==> src/rtl/ram_loader_pkg.sv <==
// Shared opcodes, response byte and FSM state type for the host RAM loader.
package ram_loader_pkg;

   localparam logic [7:0] OP_WRITE = 8'h57;  // 'W'
   localparam logic [7:0] OP_READ  = 8'h52;  // 'R'
   localparam logic [7:0] OP_GO    = 8'h47;  // 'G'
   localparam logic [7:0] OP_HALT  = 8'h48;  // 'H'
   localparam logic [7:0] ACK_BYTE = 8'h06;

   typedef enum logic [2:0] {
      S_IDLE,
      S_HDR,
      S_WDATA,
      S_WSTORE,
      S_RREQ,
      S_RWAIT,
      S_RSEND,
      S_ACK
   } loader_state_t;

   // A count byte of zero stands for a full 256-word burst.
   function automatic logic [8:0] word_count(input logic [7:0] cnt);
      return (cnt == 8'd0) ? 9'd256 : {1'b0, cnt};
   endfunction

endpackage

==> src/rtl/ram_loader_if.sv <==
// Host byte streams, RAM port A and core control grouped as one bundle.
// master = the loader, slave = host link / RAM / core side.
interface ram_loader_if #(
   parameter int ADDR_WIDTH = 8
) ();
   logic [7:0]            rx_data;
   logic                  rx_valid;
   logic                  rx_ready;
   logic [7:0]            tx_data;
   logic                  tx_valid;
   logic                  tx_ready;
   logic                  a_wr_en;
   logic [3:0]            a_wr_strobe;
   logic [ADDR_WIDTH-1:0] a_addr;
   logic [31:0]           a_data_in;
   logic [31:0]           a_data_out;
   logic                  core_hold;
   logic                  cmd_err;

   modport master (
      input  rx_data, rx_valid, tx_ready, a_data_out,
      output rx_ready, tx_data, tx_valid, a_wr_en, a_wr_strobe, a_addr,
             a_data_in, core_hold, cmd_err
   );

   modport slave (
      output rx_data, rx_valid, tx_ready, a_data_out,
      input  rx_ready, tx_data, tx_valid, a_wr_en, a_wr_strobe, a_addr,
             a_data_in, core_hold, cmd_err
   );
endinterface

==> src/rtl/ram_loader_word_serializer.sv <==
// Loads a 32-bit word and emits it as 4 bytes, LSB first, over valid/ready.
// done pulses in the cycle the last byte is accepted.
module word_serializer (
   input  logic        clk,
   input  logic        reset,
   input  logic        load,
   input  logic [31:0] word,
   output logic [7:0]  tx_data,
   output logic        tx_valid,
   input  logic        tx_ready,
   output logic        done
);
   logic [31:0] shift;
   logic [1:0]  idx;
   logic        busy;

   // Shift out one byte per accepted transfer; bytes already sent are zero-filled.
   always_ff @(posedge clk) begin
      if (reset) begin
         shift <= 32'h0;
         idx   <= 2'd0;
         busy  <= 1'b0;
      end else if (load) begin
         shift <= word;
         idx   <= 2'd0;
         busy  <= 1'b1;
      end else if (busy && tx_ready) begin
         shift <= {8'h00, shift[31:8]};
         idx   <= idx + 2'd1;
         if (idx == 2'd3)
            busy <= 1'b0;
      end
   end

   assign tx_data  = shift[7:0];
   assign tx_valid = busy;
   assign done     = busy & tx_ready & (idx == 2'd3);

endmodule

==> src/rtl/ram_loader.sv <==
// Host-side master for RAM port A: decodes the byte command stream, packs
// write data into words, streams read words back as bytes and controls the
// core hold line. ADDR_WIDTH must not exceed 16.
module ram_loader
   import ram_loader_pkg::*;
#(
   parameter int ADDR_WIDTH = 8
) (
   input  logic clk,
   input  logic reset,
   ram_loader_if.master bus
);
   loader_state_t         state, state_nx;
   logic [1:0]            byte_idx;
   logic                  is_write;
   logic [7:0]            addr_lo;
   logic [8:0]            words_left;
   logic [31:0]           wdata;
   logic [ADDR_WIDTH-1:0] addr;
   logic                  core_hold_r;
   logic                  cmd_err_r;
   logic                  rx_accept;
   logic                  rx_fire;
   logic                  wr_en;
   logic                  ser_load;
   logic                  tx_valid_c;
   logic [7:0]            tx_data_c;
   logic [7:0]            ser_data;
   logic                  ser_valid;
   logic                  ser_done;

   // Only the byte-collecting states take input; reset holds rx_ready low.
   assign rx_accept = ~reset & ((state == S_IDLE) | (state == S_HDR) | (state == S_WDATA));
   assign rx_fire   = bus.rx_valid & rx_accept;

   // State register.
   always_ff @(posedge clk) begin
      if (reset)
         state <= S_IDLE;
      else
         state <= state_nx;
   end

   // Next state and per-state outputs; reset masks every strobe so an
   // aborted command can never reach the RAM.
   always_comb begin
      state_nx   = state;
      wr_en      = 1'b0;
      ser_load   = 1'b0;
      tx_valid_c = 1'b0;
      tx_data_c  = 8'h00;
      case (state)
         S_IDLE: begin
            if (rx_fire) begin
               case (bus.rx_data)
                  OP_WRITE, OP_READ: state_nx = S_HDR;
                  OP_GO, OP_HALT:    state_nx = S_ACK;
                  default:           state_nx = S_IDLE;
               endcase
            end
         end
         S_HDR:    if (rx_fire && byte_idx == 2'd2) state_nx = is_write ? S_WDATA : S_RREQ;
         S_WDATA:  if (rx_fire && byte_idx == 2'd3) state_nx = S_WSTORE;
         S_WSTORE: begin
            wr_en    = 1'b1;
            state_nx = (words_left == 9'd1) ? S_ACK : S_WDATA;
         end
         S_RREQ:   state_nx = S_RWAIT;
         S_RWAIT: begin
            // RAM data for the address presented in RREQ is valid now.
            ser_load = 1'b1;
            state_nx = S_RSEND;
         end
         S_RSEND: begin
            tx_valid_c = ser_valid;
            tx_data_c  = ser_data;
            if (ser_done)
               state_nx = (words_left == 9'd1) ? S_IDLE : S_RREQ;
         end
         S_ACK: begin
            tx_valid_c = 1'b1;
            tx_data_c  = ACK_BYTE;
            if (bus.tx_ready)
               state_nx = S_IDLE;
         end
         default: state_nx = S_IDLE;
      endcase
      if (reset) begin
         wr_en      = 1'b0;
         ser_load   = 1'b0;
         tx_valid_c = 1'b0;
         tx_data_c  = 8'h00;
      end
   end

   // Header capture, word packing, address/count tracking and control flags.
   always_ff @(posedge clk) begin
      if (reset) begin
         byte_idx    <= 2'd0;
         is_write    <= 1'b0;
         addr_lo     <= 8'h00;
         words_left  <= 9'd0;
         wdata       <= 32'h0;
         addr        <= '0;
         core_hold_r <= 1'b1;
         cmd_err_r   <= 1'b0;
      end else begin
         case (state)
            S_IDLE: begin
               if (rx_fire) begin
                  byte_idx <= 2'd0;
                  case (bus.rx_data)
                     OP_WRITE: is_write    <= 1'b1;
                     OP_READ:  is_write    <= 1'b0;
                     OP_GO:    core_hold_r <= 1'b0;
                     OP_HALT:  core_hold_r <= 1'b1;
                     default:  cmd_err_r   <= 1'b1;
                  endcase
               end
            end
            S_HDR: begin
               if (rx_fire) begin
                  byte_idx <= byte_idx + 2'd1;
                  case (byte_idx)
                     2'd0: addr_lo <= bus.rx_data;
                     // Upper address bits beyond ADDR_WIDTH are dropped here.
                     2'd1: addr    <= ADDR_WIDTH'({bus.rx_data, addr_lo});
                     default: begin
                        words_left <= word_count(bus.rx_data);
                        byte_idx   <= 2'd0;
                     end
                  endcase
               end
            end
            S_WDATA: begin
               // Little-endian: the first byte received ends up in bits [7:0].
               if (rx_fire) begin
                  wdata    <= {bus.rx_data, wdata[31:8]};
                  byte_idx <= byte_idx + 2'd1;
               end
            end
            S_WSTORE: begin
               addr       <= addr + ADDR_WIDTH'(1);
               words_left <= words_left - 9'd1;
            end
            S_RSEND: begin
               if (ser_done) begin
                  addr       <= addr + ADDR_WIDTH'(1);
                  words_left <= words_left - 9'd1;
               end
            end
            default: ;
         endcase
      end
   end

   word_serializer u_ser (
      .clk      (clk),
      .reset    (reset),
      .load     (ser_load),
      .word     (bus.a_data_out),
      .tx_data  (ser_data),
      .tx_valid (ser_valid),
      .tx_ready (bus.tx_ready),
      .done     (ser_done)
   );

   assign bus.rx_ready    = rx_accept;
   assign bus.tx_valid    = tx_valid_c;
   assign bus.tx_data     = tx_data_c;
   assign bus.a_wr_en     = wr_en;
   assign bus.a_wr_strobe = wr_en ? 4'hF : 4'h0;
   assign bus.a_addr      = addr;
   assign bus.a_data_in   = wdata;
   assign bus.core_hold   = core_hold_r;
   assign bus.cmd_err     = cmd_err_r;

endmodule

==> src/flat_wrapper.sv <==
// flat-port wrapper written by rule: the top's interface ports become plain ports
module ram_loader_flat import ram_loader_pkg::*;
#(
   parameter int ADDR_WIDTH = 8
)
  (clk, reset, bus_rx_data, bus_rx_valid, bus_tx_ready, bus_a_data_out, bus_rx_ready, bus_tx_data, bus_tx_valid, bus_a_wr_en, bus_a_wr_strobe, bus_a_addr, bus_a_data_in, bus_core_hold, bus_cmd_err);
  ram_loader_if #(.ADDR_WIDTH(ADDR_WIDTH)) bus_i ();
  input  logic clk;
  input  logic reset;
  input wire logic [$bits(bus_i.rx_data)-1:0] bus_rx_data;
  input wire logic [$bits(bus_i.rx_valid)-1:0] bus_rx_valid;
  input wire logic [$bits(bus_i.tx_ready)-1:0] bus_tx_ready;
  input wire logic [$bits(bus_i.a_data_out)-1:0] bus_a_data_out;
  output wire logic [$bits(bus_i.rx_ready)-1:0] bus_rx_ready;
  output wire logic [$bits(bus_i.tx_data)-1:0] bus_tx_data;
  output wire logic [$bits(bus_i.tx_valid)-1:0] bus_tx_valid;
  output wire logic [$bits(bus_i.a_wr_en)-1:0] bus_a_wr_en;
  output wire logic [$bits(bus_i.a_wr_strobe)-1:0] bus_a_wr_strobe;
  output wire logic [$bits(bus_i.a_addr)-1:0] bus_a_addr;
  output wire logic [$bits(bus_i.a_data_in)-1:0] bus_a_data_in;
  output wire logic [$bits(bus_i.core_hold)-1:0] bus_core_hold;
  output wire logic [$bits(bus_i.cmd_err)-1:0] bus_cmd_err;
  assign bus_i.rx_data = bus_rx_data;
  assign bus_i.rx_valid = bus_rx_valid;
  assign bus_i.tx_ready = bus_tx_ready;
  assign bus_i.a_data_out = bus_a_data_out;
  assign bus_rx_ready = bus_i.rx_ready;
  assign bus_tx_data = bus_i.tx_data;
  assign bus_tx_valid = bus_i.tx_valid;
  assign bus_a_wr_en = bus_i.a_wr_en;
  assign bus_a_wr_strobe = bus_i.a_wr_strobe;
  assign bus_a_addr = bus_i.a_addr;
  assign bus_a_data_in = bus_i.a_data_in;
  assign bus_core_hold = bus_i.core_hold;
  assign bus_cmd_err = bus_i.cmd_err;
  ram_loader #(.ADDR_WIDTH(ADDR_WIDTH)) u_core (.clk(clk), .reset(reset), .bus(bus_i));
endmodule
==> config.mk <==
export PLATFORM = sky130hd
export DESIGN_NAME = ram_loader_flat
export DESIGN_NICKNAME = d
export VERILOG_FILES = /design/src/rtl/ram_loader_pkg.sv /design/src/rtl/ram_loader_if.sv /design/src/rtl/ram_loader_word_serializer.sv /design/src/rtl/ram_loader.sv /design/src/flat_wrapper.sv
export SDC_FILE = /design/constraint.sdc
export NUM_CORES = 1
export LEC_CHECK = 0
export ABC_AREA = 1
export CAP_MARGIN = 40
export CORE_ASPECT_RATIO = 1.25
export CORE_MARGIN = 2
export CORE_UTILIZATION = 40
export CTS_BUF_LIST = sky130_fd_sc_hd__clkbuf_8
export DETAILED_ROUTE_END_ITERATION = 6
export PLACE_DENSITY_LB_ADDON = 0.08
export SLEW_MARGIN = 10
export SYNTH_ARGS = -nofsm -noshare
export SYNTH_HDL_FRONTEND = slang
export SYNTH_SLANG_ARGS = --single-unit
export TNS_END_PERCENT = 1
==> constraint.sdc <==
create_clock -name clk -period 1.45 [get_ports clk]
set_input_delay 0.29 -clock clk [delete_from_list [all_inputs] [get_ports clk]]
set_output_delay 0.29 -clock clk [all_outputs]
set_load 0.05 [all_outputs]
==> out/results.txt, run 1 <==
Outcome: finished, violations left
Failing checks: negative setup slack
Seq/Total Area, Yosys: 42.3%
Netlist cell types: 32
Hold path startpoint: bus_rx_data[3]
WS Path Type: reg2out
Fin. Hold Viols: 0
Crit Path Max Fanout: 6
Worst slew pin tran: 0.324 ns
Worst r2r src: u_core.state[1]$_SDFFE_PP0P_
Syn_area_per_cell: 6.97 µm²
Largest family of logic cells by synthesized area: simple AND/OR/NAND/NOR gates
Design Power: 10.7 mW
WP buf/inv: 4
Yosys reg bits: 100
Placer Congestion: 0.906
Post-Syn Nets: 733
Nature of the critical path endpoint: output pin
H-tree depth reported by CTS: 3
Crit path DAT: 1.46 ns
Max clock buf depth: 2
Via/cell ratio: 5.06
Synth Area in XOR/XNOR: 0.741%
Gr usage total: 21.4%
Critical path origin: u_core.state[2]$_SDFFE_PP0P_
First DRT Iteration DRCs: 200
Minimum clock period: 1.75 ns
Full die area: 0.0127 mm²
Compound-gate portion of the synthesized area: 17.5%
Rows: 44
GRT overflow: 0
Largest net degree at the start of global routing: 42
CTS tree: yes
Cell count after synthesis: 679
Area share of fa/ha/maj cells after synthesis: 2.64%
Synthesized area: 0.00473 mm²
I/O pins: 101
Crit path launch type: flip-flop
Antenna-violating nets left: 0
Die height: 126 µm
Drt pass-1 iters: 5
RSZ-0062 raised after global routing: true
Final setup fails: 84
Cell breakdown of the critical path: buf_6 -> nor2_4 -> inv_2 -> nor2_4 -> buf_12 -> buf_12
Starting Density: 40.9%
Nets: 890
Ys Warns: 0
Num CTS Buffers: 9
Hpwl dp: 10.2 mm
Final Max Slew Viols: 0
Core ar.: 0.0116 mm²
Setup WS post-layout: -0.299 ns
Maxcap violations: 0
# diodes: 0
Sink Count: 100
Max incr delay on CP: 0.38 ns
CP delay by family, top: buffers and inverters
Critical Path Slowest Stage Cell: dfxtp_4
Share of post-route cells with drive strength above 1: 26.8%
Reg clk slew, reported paths: 0.11 ns
Multiplexer share of the synthesized area: 0.212%
PortBufs: 100
Max frequency: 572 MHz
Die width: 101 µm
HP Class: in2reg
Vias after detailed routing: 4955
Clk_skew: 0.0145 ns
Antenna violations before repair: 0
Clock root buffer: clkbuf_8
Final Util: 64.4%
PD cells: 1440 mW/mm²
Simple-Gate Fraction of Synth Area: 28.0%
Worst VDD drop: 607 µV
Clk Latency, worst-skew pair: 0.37 ns
Post-route DRC: 0
Final instance area: 0.00745 mm²
Layout area overhead: 57.4%
Leakage power: 3.17 nW
Number of global-route vias before repair: 4816
First-pass GRT wire length: 22.1 mm
Area post-placement: 0.00697 mm²
WP data required: 1.16 ns
Routed wire length: 13.6 mm
Routed WL per cell: 13.9 µm
Fin crit share: 121%
Relative slew margins: 78.2%
==> worst paths after layout <==
check	slack, ns	endpoint	depth (start not counted)
max reg2reg	-0.16	u_core.words_left[1]$_SDFFE_PP0P_	11
max	-0.30	bus_a_wr_strobe[2]	6
min reg2reg	0.47	u_core.u_ser.shift[26]$_SDFFE_PP0P_	2
min	0.44	u_core.bus.a_data_in[27]$_SDFFE_PP0P_	4
==> power breakdown <==
part           internal, mW  switching (mW)
sequential             3.20           0.493
combinational          2.33            2.99
clock                 0.650            1.06
==> sequential cells by signal, indices dropped and copies added, names as in the netlist <==
| name | count |
|---|---|
| u_core.byte_idx | 2 |
| u_core.bus.a_addr | 8 |
| u_core.u_ser.tx_valid | 1 |
| u_core.bus.core_hold | 1 |
| u_core.u_ser.idx | 2 |
| u_core.bus.a_data_in | 32 |
| u_core.words_left | 9 |
| u_core.u_ser.shift | 32 |
| u_core.bus.cmd_err | 1 |
| u_core.is_write | 1 |
| u_core.state | 3 |
| u_core.addr_lo | 8 |
==> worst min-delay path, delay by kind of cell <==
family | cells | cell delay [ns]
buf+inv | 3 | 0.43
compound gates | 1 | 0.05
==> cells in the mapped netlist, drive strengths merged <==
cell type	number	share of area [%]
nor2	125	11
or2	1	0.13
dfxtp	100	42
nand3	35	3.7
mux2i	1	0.21
clkbuf	10	0.79
xor2	3	0.56
nor3b	1	0.16
o31ai	1	0.16
o21a	1	0.16
buf	25	3.2
nand3b	1	0.16
ha	10	2.6
a31oi	20	2.6
o211ai	6	0.95
nor3	4	0.42
xnor2	1	0.19
inv	58	4.6
nand2	141	12
a21oi	28	3.0
nand4	7	1.1
o21ai	100	11
==> logic make-up (layout without fill, tap and decap cells) <==
kind of cell / after synthesis / in the layout
buf+inv: 93 / 255
xor+xnor: 4 / 4
fa+ha+maj: 10 / 10
simple gates: 315 / 315
mux: 1 / 1
compound gates: 156 / 156
flops: 100 / 100
==> layer usage <==
metal	GRT usage (%)	wire length [µm]	vias to the layer above
li1	-	-	2527
met5	0	0	-
met4	8.98	390	0
met2	37.8	6990	148
met3	2.96	564	37
met1	25.5	5630	2243
==> per-stage QoR <==
stage                     setup WS [ns]  hold slack [ns]  cells  setup TNS (ns)
after floorplan                  -0.118            0.403    679          -0.716
after global placement           -0.391            0.439    953          -35.30
after detailed placement         -0.448            0.448    953          -37.85
after CTS                        -0.306            0.442    975           -7.20
after global routing             -0.349            0.445    979          -14.77
final                            -0.299            0.439    979           -7.35
==> layout by cell type, fill, tap and decap left out, drive strengths merged, types with 2 or more instances in the layout <==
cell and n:
nor2 125, inv 60, nand2 141, clkdlybuf4s50 41
buf 138, clkinvlp 2, ha 10, clkinv 3
dfxtp 100, nand4 7, nor3 4, a31oi 20
clkbuf 9, nand3 35, a21oi 28, o21ai 100
o211ai 6, xor2 3
==> cell type report <==
| class | count | area (µm²) |
|---|---|---|
| Timing Repair Buffer | 181 | 2310 |
| Clock inverter | 7 | 57.6 |
| Tap cell | 138 | 173 |
| Fill cell | 1001 | 4120 |
| Multi-Input combinational cell | 486 | 2530 |
| Inverter | 58 | 239 |
| Sequential cell | 100 | 2020 |
| Clock buffer | 9 | 124 |
==> what timing repair did <==
| item | 4_1_cts | 5_1_grt |
|---|---|---|
| endpoints found under the hold margin | 0 | 0 |
| setup buffers | 6 | 4 |
| resized for setup | 45 | 32 |
| gates cloned | 0 | 0 |
| pin swaps | 14 | 14 |
| endpoints found under the setup margin | 87 | 109 |
| hold buffers | 0 | 0 |
Note: power is estimated with default switching activity, not from simulation.
==> run 2: changes to the inputs <==
- CTS_BUF_LIST: sky130_fd_sc_hd__clkbuf_8 -> sky130_fd_sc_hd__clkbuf_4
- GPL_TIMING_DRIVEN: default -> 0
==> out/results.txt, run 2 (synthesis gave the netlist of run 1 again) <==
Drt pass-1 iters: 5 (unchanged)
Full die area: 0.0127 mm² (unchanged)
Setup WS post-layout: -0.477 ns (-0.178 ns)
Nature of the critical path endpoint: output pin
Final hold slack: 0.236 ns (-0.203 ns)
HP Class: in2reg
Max frequency: 519 MHz (-9.2%)
Num CTS Buffers: 9 (unchanged)
First DRT Iteration DRCs: 219 (+9.5%)
Worst VDD drop: 582 µV (-4.2%)
Filler cell count: 1173 (+17%)
Crit path DAT: 1.64 ns (+0.18 ns)
PD cells: 1500 mW/mm² (+4.1%)
Crit Path Max Fanout: 4 (-2)
Setup TNS: -21.03 ns (-13.68 ns)
Routed wire length: 13.8 mm (+1.7%)
Share of post-route cells with drive strength above 1: 21.6% (-5.1 points)
First-pass GRT wire length: 22.5 mm (+1.7%)
Maxcap violations: 0 (unchanged)
WS Path Type: reg2out
PortBufs: 100 (unchanged)
Outcome: finished, violations left
Relative slew margins: 60.3% (-18 points)
Most common cell after layout, fill and taps aside: nand2_1
Vias after detailed routing: 4840 (-2.3%)
Largest net degree at the start of global routing: 20 (-52%)
Nets: 849 (-4.6%)
Critical path origin: u_core.state[0]$_SDFFE_PP0P_
Gr usage total: 22.2% (+0.79 points)
Fin crit share: 133% (+12 points)
Sink Count: 100 (unchanged)
Reg2reg end: u_core.u_ser.shift[11]$_SDFFE_PP0P_
Die width: 101 µm (unchanged)
Leakage power: 2.74 nW (-14%)
Routed WL per cell: 14.7 µm (+6.2%)
Final Max Slew Viols: 0 (unchanged)
Worst Setup EP: bus_a_wr_strobe[2]
Minimum clock period: 1.93 ns (+0.178 ns)
Clock root buffer: clkbuf_4
Reg clk slew, reported paths: 0.18 ns (+0.07 ns)
Final setup fails: 106 (+26%)
Max clock buf depth: 2 (unchanged)
Clk_skew: 0.0143 ns (-0.000231 ns)
Antenna-violating nets left: 0 (unchanged)
Layout area overhead: 32.1%
Failing checks: negative setup slack
CTS tree: yes
Starting Density: 40.9% (unchanged)
Worst reg2reg path depth: 12 (+1)
FF/Latch Area: 0.00203 mm² (+0.74%)
Rows: 44 (unchanged)
Most frequent cells in the layout: 131 x nand2_1, 106 x nor2_1, 82 x dfxtp_1
Antenna violations before repair: 0 (unchanged)
Hpwl dp: 10.4 mm (+2.3%)
Placer Congestion: 0.867 (-4.2%)
I/O pins: 101 (unchanged)
Cts hold-fix bufs: 0 (unchanged)
Die height: 126 µm (unchanged)
Crit path launch type: flip-flop
Via/cell ratio: 5.16 (+1.9%)
R2R setup slack: -0.37 ns (-0.21 ns)
# diodes: 0 (unchanged)
Core ar.: 0.0116 mm² (unchanged)
Multi-input logic area: 0.00245 mm² (-3.0%)
Fin. Hold Viols: 0 (unchanged)
H-tree depth reported by CTS: 3 (unchanged)
WP data required: 1.16 ns (about the same)
GRT overflow: 0 (unchanged)
Clk Latency, worst-skew pair: 0.46 ns (+0.09 ns)
Worst slew pin tran: 0.595 ns (+0.271 ns)
RSZ-0062 raised after global routing: true
Post-route DRC: 0 (unchanged)
Worst r2r src: u_core.state[0]$_SDFFE_PP0P_
Number of global-route vias before repair: 4680 (-2.8%)
-- run 2: cell types whose count changed in the layout (fill, tap and decap cells not counted), moves of 5 or more --
cell / previous run / this run
buf_12: 64 / 0
buf_4: 64 / 42
clkbuf_4: 0 / 22
o21ai_0: 62 / 76
o21ai_1: 38 / 24
buf_2: 0 / 13
dfxtp_1: 94 / 82
dfxtp_2: 3 / 15
clkbuf_8: 9 / 1
nand2_1: 123 / 131
buf_8: 0 / 6
nand2_2: 12 / 6
clkbuf_1: 0 / 5
inv_4: 5 / 0
-- run 2: worst max-delay path, cell delays in order (launching register included) --
cell     delay [ns]
dfxtp_2        0.35
buf_6          0.11
nand2_4        0.06
nor2_4         0.09
inv_2          0.05
nor2_4         0.15
buf_6          0.14
buf_6          0.09
buf_8          0.13
-- run 2: area by class of cell --
| type | instances | area share (%) |
|---|---|---|
| multi-input cells | 486 | 39.3 |
| flip-flops and latches | 100 | 32.5 |
| repair buffers | 105 | 15.3 |
| plain buffers | 35 | 4.31 |
| inverters | 58 | 3.69 |
| well taps | 138 | 2.76 |
| clock buffers | 9 | 1.08 |
| clock inverters | 7 | 1.02 |
-- run 2: repair_timing --
| item | CTS | global route |
|---|---|---|
| buffers inserted | 5 | 0 |
| setup endpoints to repair | 155 | 139 |
| gates resized for setup | 372 | 39 |
| pin swaps | 2 | 0 |
-- run 2: worst min path at each step --
| stage | to | slack (ns) | cells after the start | from |
|---|---|---|---|---|
| after CTS | u_core.u_ser.shift[28]$_SDFFE_PP0P_ | 0.33 | 3 | bus_a_data_out[28] |
| after floorplan | u_core.u_ser.shift[24]$_SDFFE_PP0P_ | 0.40 | 2 | bus_a_data_out[24] |
| after global routing | u_core.bus.a_data_in[30]$_SDFFE_PP0P_ | 0.22 | 3 | bus_rx_data[6] |
| after detailed placement | u_core.addr_lo[6]$_SDFFE_PP0P_ | 0.45 | 2 | u_core.addr_lo[6]$_SDFFE_PP0P_ |
| final | u_core.bus.a_data_in[30]$_SDFFE_PP0P_ | 0.24 | 3 | bus_rx_data[6] |
| after global placement | u_core.addr_lo[6]$_SDFFE_PP0P_ | 0.44 | 2 | u_core.addr_lo[6]$_SDFFE_PP0P_ |
-- run 2: metal layers --
metal / up-vias / global-route usage [%] / part of all wire (%)
met5: - / 0 / 0
met4: 0 / 9.78 / 3.3
met3: 29 / 3.35 / 4.2
met2: 124 / 38.3 / 49
met1: 2237 / 26.9 / 43
li1: 2450 / - / -
-- run 2: stage by stage --
stage / setup WS (ns) / instances / power, mW / utilization [%] / instance area, µm²
after CTS: -0.505 / 938 / 9.31 / 53.3 / 6160
final: -0.477 / 938 / 9.36 / 54.0 / 6250
after global routing: -0.577 / 938 / 10.0 / 54.0 / 6250
after floorplan: -0.118 / 679 / 6.60 / - / 4850
after detailed placement: -1.75 / 917 / 7.80 / 52.1 / 6030
after global placement: -1.71 / 917 / 7.74 / 52.1 / 6030
-- run 2: power by group --
group	switching, mW	total (mW)	leakage (nW)	internal [mW]
clock network	1.06	1.46	0.0727	0.399
registers	0.397	3.62	0.819	3.22
logic	2.84	4.29	1.85	1.45
total	4.29	9.36	2.74	5.07
==> run 3: changes to the inputs <==
- SETUP_SLACK_MARGIN: default -> 0.05
==> out/results.txt, run 3 (synthesis gave the netlist of run 1 again) <==
Placer Congestion: 0.867 (unchanged)
GRT overflow: 0 (unchanged)
Routed wire length: 13.8 mm (about the same)
Worst VDD drop: 630 µV (+8.2%)
Core ar.: 0.0116 mm² (unchanged)
Final setup fails: 106 (unchanged)
Cell breakdown of the critical path: buf_6 -> nand2_4 -> nor2_4 -> inv_2 -> nor2_4 -> buf_6 -> buf_6 -> buf_8
Critical Path Slowest Stage Cell: dfxtp_2
Layout area overhead: 34.4%
Nets: 849 (unchanged)
Max incr delay on CP: 0.35 ns (about the same)
Met3 Resource Use GR: 3.35% (unchanged)
Rows: 44 (unchanged)
Share of post-route cells with drive strength above 1: 21.6% (unchanged)
WP data required: 1.16 ns (about the same)
Clock root buffer: clkbuf_4
Crit path DAT: 1.65 ns (about the same)
Critical path origin: u_core.state[0]$_SDFFE_PP0P_
Critical Path Most Common Cell: buf_6
PortBufs: 100 (unchanged)
Outcome: finished, violations left
H-tree depth reported by CTS: 3 (unchanged)
CTS tree: yes
First-pass GRT wire length: 22.5 mm (-0.12%)
Levels on crit path: 8 (unchanged)
Maxcap violations: 0 (unchanged)
CP delay by family, top: buffers and inverters
Die height: 126 µm (unchanged)
Gr usage total: 22.2% (-0.023 points)
Antenna violations before repair: 0 (unchanged)
Grt met2 use: 38.3% (unchanged)
Design Power: 9.47 mW (+1.2%)
Cts hold-fix bufs: 0 (unchanged)
Worst Setup EP: bus_a_wr_strobe[2]
Final instance area: 0.00636 mm² (+1.7%)
Max frequency: 515 MHz (-0.83%)
Leakage power: 2.77 nW (+0.93%)
Minimum clock period: 1.94 ns (+0.0160 ns)
Place WS: -1.75 ns (unchanged)
Die width: 101 µm (unchanged)
Num CTS Buffers: 9 (unchanged)
Layer with the highest usage: met2
Clk Latency, worst-skew pair: 0.46 ns (about the same)
Relative slew margins: 61.1% (+0.80 points)
Final Max Slew Viols: 0 (unchanged)
Fin. Hold Viols: 0 (unchanged)
Post-route DRC: 0 (unchanged)
Worst slew pin tran: 0.583 ns (-0.0120 ns)
Reg clk slew, reported paths: 0.17 ns (about the same)
Routed WL per cell: 14.7 µm (about the same)
Vias after detailed routing: 4851 (+0.23%)
Grt met1 use: 26.8% (-0.070 points)
Most frequent cells in the layout: 131 x nand2_1, 105 x nor2_1, 83 x dfxtp_1
Worst hold path depth: 3 (unchanged)
Setup WS post-layout: -0.493 ns (-0.0160 ns)
R2R setup slack: -0.37 ns (about the same)
HP Class: in2reg
Fin crit share: 134% (+1.1 points)
Crit path launch type: flip-flop
Clk_skew: 0.00743 ns (-0.00683 ns)
Nature of the critical path endpoint: output pin
Full die area: 0.0127 mm² (unchanged)
Crit Path Max Fanout: 4 (unchanged)
Final hold slack: 0.240 ns (+0.00450 ns)
Area post-placement: 0.00603 mm² (unchanged)
Worst reg2reg path depth: 12 (unchanged)
Setup TNS: -21.26 ns (-0.233 ns)
First DRT Iteration DRCs: 173 (-21%)
I/O pins: 101 (unchanged)
PD cells: 1490 mW/mm² (-0.56%)
# diodes: 0 (unchanged)
Number of global-route vias before repair: 4680 (unchanged)
WS Path Type: reg2out
WP buf/inv: 5 (unchanged)
Largest net degree at the start of global routing: 20 (unchanged)
Failing checks: negative setup slack
Antenna-violating nets left: 0 (unchanged)
Hpwl dp: 10.4 mm (unchanged)
Drt pass-1 iters: 5 (unchanged)
Via/cell ratio: 5.17 (+0.23%)
Starting Density: 40.9% (unchanged)
Most common cell after layout, fill and taps aside: nand2_1
Sink Count: 100 (unchanged)
Max clock buf depth: 2 (unchanged)
RSZ-0062 raised after global routing: true
Reg2reg end: u_core.u_ser.shift[11]$_SDFFE_PP0P_
Worst r2r src: u_core.state[0]$_SDFFE_PP0P_
## run 3: through the flow
stage	utilization, %	std cells
final	55.0	938
after global routing	55.0	938
after CTS	53.9	938
after detailed placement	52.1	917
after global placement	52.1	917
after floorplan	-	679
## run 3: per-layer routing
metal,vias up,wire [µm],share of wire (%)
li1,2445,-,-
met4,0,446,3.2
met2,135,6880,50
met3,27,631,4.6
met5,-,0,0
met1,2244,5860,42
## run 3: layout make-up
type / instances / area (µm²)
Tap cell: 138 / 173
Buffer: 35 / 269
Timing Repair Buffer: 105 / 1060
Sequential cell: 100 / 2030
Fill cell: 1168 / 5200
Multi-Input combinational cell: 486 / 2460
Clock buffer: 9 / 67.6
Clock inverter: 7 / 63.8
Inverter: 58 / 230
## run 3: tightest hold or removal path, stage by stage
cell	delay [ns]
dlymetal6s2s_1	0.21
nor2_1	0.13
nor2_1	0.05
## run 3: what timing repair did
item	in CTS	in global routing
endpoints found under the hold margin	0	0
gates resized for setup	396	41
pin swaps	2	0
setup endpoints to repair	156	146
cloned	0	0
setup buffers	5	0
## run 3: worst min path at each step
stage                                   startpoint  slack (ns)                                    end
floorplan                       bus_a_data_out[24]        0.40    u_core.u_ser.shift[24]$_SDFFE_PP0P_
detailed placement  u_core.addr_lo[6]$_SDFFE_PP0P_        0.45         u_core.addr_lo[6]$_SDFFE_PP0P_
CTS                             bus_a_data_out[28]        0.33    u_core.u_ser.shift[28]$_SDFFE_PP0P_
finish                              bus_rx_data[6]        0.24  u_core.bus.a_data_in[30]$_SDFFE_PP0P_
global route                        bus_rx_data[6]        0.23  u_core.bus.a_data_in[30]$_SDFFE_PP0P_
global placement    u_core.addr_lo[6]$_SDFFE_PP0P_        0.44         u_core.addr_lo[6]$_SDFFE_PP0P_
## run 3: report_power, final
group          leakage (nW)  switching (mW)  internal [mW]
Clock                0.0727            1.06          0.399
Sequential            0.818           0.424           3.22
Combinational          1.88            2.83           1.54
